<file path="src/rtl/sipo_deserializer.sv">
// Serial-in, parallel-out frame deserializer with sync-marker alignment,
// a one-entry valid/ready output buffer and sticky overrun/resync flags.
module sipo_deserializer #(
    parameter int WIDTH     = 4,
    parameter bit MSB_FIRST = 1'b1
) (
    input  logic             clk,
    input  logic             reset,
    input  logic             sin,
    input  logic             sin_valid,
    input  logic             sin_sync,
    output logic [WIDTH-1:0] pdata,
    output logic             pvalid,
    input  logic             pready,
    output logic             overrun,
    output logic             sync_err,
    input  logic             clr_err
);

    localparam int CNT_W = $clog2(WIDTH) + 1;
    localparam logic [CNT_W-1:0] CNT_FULL = CNT_W'(WIDTH);

    typedef enum logic {
        IDLE  = 1'b0,
        SHIFT = 1'b1
    } state_t;

    state_t           r_state;
    state_t           w_state_nxt;
    logic [CNT_W-1:0] r_cnt;
    logic [CNT_W-1:0] w_cnt_nxt;
    logic [CNT_W-1:0] w_cnt_base;
    logic [CNT_W-1:0] w_cnt_inc;
    logic [WIDTH-1:0] r_sreg;
    logic [WIDTH-1:0] w_sreg_nxt;
    logic [WIDTH-1:0] w_base;
    logic             w_take;
    logic             w_complete;
    logic             w_sync_evt;

    logic [WIDTH-1:0] r_pdata;
    logic             r_pvalid;
    logic             r_overrun;
    logic             r_sync_err;

    always_ff @(posedge clk or posedge reset) begin
        if (reset) begin
            r_state <= IDLE;
            r_cnt   <= '0;
            r_sreg  <= '0;
        end else begin
            r_state <= w_state_nxt;
            r_cnt   <= w_cnt_nxt;
            r_sreg  <= w_sreg_nxt;
        end
    end

    // A sync bit always restarts assembly from an empty register and count 0,
    // whether it opens a frame from IDLE or aborts a partial one in SHIFT.
    always_comb begin
        w_state_nxt = r_state;
        w_cnt_nxt   = r_cnt;
        w_sreg_nxt  = r_sreg;
        w_base      = r_sreg;
        w_cnt_base  = r_cnt;
        w_cnt_inc   = '0;
        w_take      = 1'b0;
        w_complete  = 1'b0;
        w_sync_evt  = 1'b0;

        case (r_state)
            IDLE: begin
                if (sin_valid && sin_sync) begin
                    w_take = 1'b1;
                end
            end
            SHIFT: begin
                if (sin_valid) begin
                    w_take     = 1'b1;
                    w_sync_evt = sin_sync;
                end
            end
            default: ;
        endcase

        if (w_take && sin_sync) begin
            w_base     = '0;
            w_cnt_base = '0;
        end

        if (w_take) begin
            w_sreg_nxt = MSB_FIRST ? {w_base[WIDTH-2:0], sin} : {sin, w_base[WIDTH-1:1]};
            w_cnt_inc  = w_cnt_base + CNT_W'(1);
            if (w_cnt_inc == CNT_FULL) begin
                w_complete  = 1'b1;
                w_state_nxt = IDLE;
                w_cnt_nxt   = '0;
            end else begin
                w_state_nxt = SHIFT;
                w_cnt_nxt   = w_cnt_inc;
            end
        end
    end

    // Output buffer: a completing word replaces the held one only if the
    // held one is empty or being consumed on this edge; otherwise it is lost.
    always_ff @(posedge clk or posedge reset) begin
        if (reset) begin
            r_pdata    <= '0;
            r_pvalid   <= 1'b0;
            r_overrun  <= 1'b0;
            r_sync_err <= 1'b0;
        end else begin
            if (w_complete) begin
                if (!r_pvalid || pready) begin
                    r_pdata  <= w_sreg_nxt;
                    r_pvalid <= 1'b1;
                end
            end else if (r_pvalid && pready) begin
                r_pvalid <= 1'b0;
            end

            if (w_complete && r_pvalid && !pready) begin
                r_overrun <= 1'b1;
            end else if (clr_err) begin
                r_overrun <= 1'b0;
            end

            if (w_sync_evt) begin
                r_sync_err <= 1'b1;
            end else if (clr_err) begin
                r_sync_err <= 1'b0;
            end
        end
    end

    assign pdata    = r_pdata;
    assign pvalid   = r_pvalid;
    assign overrun  = r_overrun;
    assign sync_err = r_sync_err;

endmodule
</file>
<file path="config.mk">
export PLATFORM = sky130hd
export DESIGN_NAME = sipo_deserializer
export DESIGN_NICKNAME = d
export VERILOG_FILES = /design/src/rtl/sipo_deserializer.sv
export SDC_FILE = /design/constraint.sdc
export NUM_CORES = 1
export LEC_CHECK = 0
export BUFFER_PORTS_ARGS = -buffer_cell sky130_fd_sc_hd__buf_2
export CAP_MARGIN = 40
export CELL_PAD_IN_SITES_DETAIL_PLACEMENT = 0
export CELL_PAD_IN_SITES_GLOBAL_PLACEMENT = 1
export CORE_MARGIN = 3
export CORE_UTILIZATION = 36
export CTS_CLUSTER_DIAMETER = 60
export DETAILED_ROUTE_END_ITERATION = 16
export HOLD_SLACK_MARGIN = 0.08
export PLACE_DENSITY = 0.82
export SYNTH_ARGS = -nofsm -noshare
export SYNTH_HDL_FRONTEND = slang
export SYNTH_SLANG_ARGS = --single-unit
</file>
<file path="constraint.sdc">
create_clock -name clk -period 1.6 [get_ports clk]
set_clock_uncertainty 0.1 [all_clocks]
set_input_delay 0.08 -clock clk [delete_from_list [all_inputs] [get_ports clk]]
set_output_delay 0.08 -clock clk [all_outputs]
set_load 0.01 [all_outputs]
</file>
==> flow_metrics.py <==
metrics = {
    "outcome": {
        "status": "finished, violations left",
        "violations": "setup timing",
    },
    "die": {
        "die_w_um": 51.4,
        "start_util_pct": 40.4,
        "row_count": 15,
        "core_area_sq_um": 1840,
        "num_io_pins": 14,
        "die_height_um": 51.4,
        "die_area_sq_um": 2650,
    },
    "final_layout": {
        "final_layout_size_suffix_gt1_share_pct": 40.0,
        "antenna_cells": 0,
        "final_nets": 110,
        "area_growth_pct": 37.4,
        "layout_common_cells": "15 x dfrtp_1, 13 x buf_2, 9 x buf_4",
        "post-route-util_pct": 55.5,
        "layout_commonest_cell": "dfrtp_1",
    },
    "cts": {
        "worstSkewPairLatency_ns": 0.29,
        "cts-root-buf": "clkbuf_4",
        "cts_sinks": 15,
        "cts_buffers": 3,
        "cts.htree.levels": 1,
        "clkSlewWorstSetupHoldPaths_ns": 0.09,
        "cts_buffer_depth": 2,
        "cts_tree": "yes",
    },
    "power": {
        "cellLeakagePower_nw": 0.490,
        "p_int_uw": 923,
        "vdd_drop_max_mv": 0.787,
        "p_sw_share_pct": 34.7,
        "seq_power_share_pct": 41.0,
        "power.density_nw_per_um2": 1390,
        "net-switching-power_uw": 491,
        "p_comb_share_pct": 43.6,
        "p_clk_share_pct": 15.4,
    },
    "route": {
        "viasPerCell": 4.96,
        "totalWireLength_um": 1600,
        "drcViolationCount": 0,
        "ant_nets": 0,
        "dr_total_vias": 620,
        "wl_per_cell_um": 12.8,
        "first_iter_violations": 8,
        "drt_first_pass_iters": 4,
    },
    "setup_path": {
        "cp.required_ns": 1.68,
        "crit_path_max_fanout": 4,
        "worstPathArrival_ns": 1.78,
        "end_kind": "register",
        "cpMaxStageDelayCell": "dfrtp_1",
        "cp_top_family": "flip-flops",
        "cp_cell_sequence": "and2_4, ha_4, nor2_4, nand3_2, a21oi_4, mux2_4",
        "critPathBufInv": 0,
        "critical_path_class": "register to register",
        "critPathMaxStageDelay_ns": 0.40,
        "cp-start-kind": "register",
    },
    "sta": {
        "fmax_mhz": 590,
        "worstMarginPinSlew_ns": 0.565,
        "min_period_over_period_pct": 106,
        "slew_headroom_pct": 62.3,
        "hold_ws_ns": 0.106,
        "hold_violations": 0,
        "final.min_clock_period_ns": 1.70,
        "tns_ns": -0.392,
        "grt_setup_unrepaired": "true",
        "slew_viol_final": 0,
        "layout_setup_ws_ns": -0.0955,
        "setup_viol": 5,
    },
    "synth": {
        "synth.net_count": 80,
        "yosys_warnings": 0,
        "synth-seq-cells": 15,
        "synth_area_leaders": "dfrtp_1 51%, mux2_2 9.1%, o22ai_1 4.2%, inv_1 3.5%, ha_1 3.4%",
        "yosysUniqueCellTypes": 25,
        "seq_area_frac_synth_pct": 50.5,
        "synth_area_leader_cell": "dfrtp_1",
        "avgSynthCellArea_sq_um": 10.5,
        "synth_top_cell_area_share_pct": 50.5,
        "synth_cells": 71,
        "syn_area_sq_um": 743,
    },
    "global_routing": {
        "grt_pass1_vias": 605,
        "grtUsageTotal_pct": 13.9,
        "overflow": 0,
        "grt_max_degree": 16,
        "antenna_found_initial": 0,
        "grt_pass1_wl_um": 2720,
    },
    "placed_design": {
        "gp_congestion": 0.791,
        "io_buffer_count": 13,
        "dp_hpwl_um": 1140,
    },
    "worst_hold_path": {
        "hold_path_class": "primary input to register",
    },
    "flow_run": {
        "maxCapViolCount": 0,
    },
}
cell type report:
cell class / count / area, sq um
timing repair buffer: 27 / 183
fill: 184 / 818
tap: 25 / 31.3
multi-input combinational: 47 / 378
sequential: 15 / 375
clock buffer: 3 / 22.5
inverter: 7 / 26.3
clock inverter: 1 / 5.00
per-layer routing:
layer  vias to the layer above  track usage, %  part of all wire [%]
li1                        308               -                     -
met1                       288            17.8                    49
met2                        18            21.4                    43
met3                         6            3.79                   4.5
met4                         0            6.55                   2.9
met5                         -               0                     0
cells in the mapped netlist, drive strengths merged:
library cell,number
o21a,1
a22oi,3
nand2b,2
o22ai,5
nand2,5
mux2i,1
nand3,2
a21o,1
and2,3
a21boi,1
nor2,4
mux2,6
dfrtp,15
a21oi,3
ha,2
and3,1
inv,7
o21bai,1
nor2b,1
o21ai,5
buf,2
metrics by stage:
stage / worst slack, ns / area, sq um / instances / power (mW)
after detailed placement: -0.160 / 902 / 115 / 1.12
after floorplan: -0.0895 / 761 / 71 / 0.925
after global placement: -0.120 / 902 / 115 / 1.10
final: -0.0955 / 1020 / 125 / 1.41
after global routing: -0.150 / 1020 / 125 / 1.53
after CTS: -0.110 / 990 / 125 / 1.37
cells by family (layout without fill, tap and decap cells):
kind of cell	count (synthesis)	in the layout	share of synthesized area, %
buf+inv	9	38	5.22
compound gates	20	20	18.7
fa+ha+maj	2	2	3.37
flops	15	15	50.5
simple gates	18	18	11.8
mux	7	7	10.4
worst reg2reg max path: cells and delay by family, from the launching register on:
| kind | cells | cell delay [ns] |
|---|---|---|
| flops | 1 | 0.40 |
| compound gates | 1 | 0.27 |
| simple gates | 3 | 0.34 |
| fa+ha+maj | 1 | 0.16 |
| mux | 1 | 0.33 |
flip-flops by register name, indices dropped and copies added, names as in the netlist:
register,count
overrun,1
pdata,4
pvalid,1
r_cnt,3
r_sreg,4
r_state,1
sync_err,1
power groups by stage:
stage	clock [mW]	combinational, mW	sequential (mW)
2_1_floorplan	0	0.335	0.589
3_3_place_gp	0	0.525	0.574
3_5_place_dp	0	0.542	0.577
4_1_cts	0.225	0.575	0.573
5_1_grt	0.250	0.684	0.595
6_report	0.218	0.617	0.580
final timing paths:
check	slack [ns]	startpoint	end	depth (start not counted)
min in group asynchronous	0.30	reset	pdata[2]	3
setup / recovery	-0.1	r_cnt[0]	pdata[2]	6
hold / removal	0.11	sin_sync	r_state	4
hold reg to reg	0.42	r_cnt[1]	r_cnt[1]	1
max in group asynchronous	0.72	reset	r_state	3
setup reg to reg	-0.1	r_cnt[0]	pdata[2]	6
what timing repair did:
action,CTS,global route
pin swaps,3,2
gates resized for setup,2,8
endpoints found under the hold margin,21,0
endpoints found under the setup margin,6,8
hold buffers,5,0
setup buffers,1,0
Note: power is estimated with default switching activity, not from simulation.
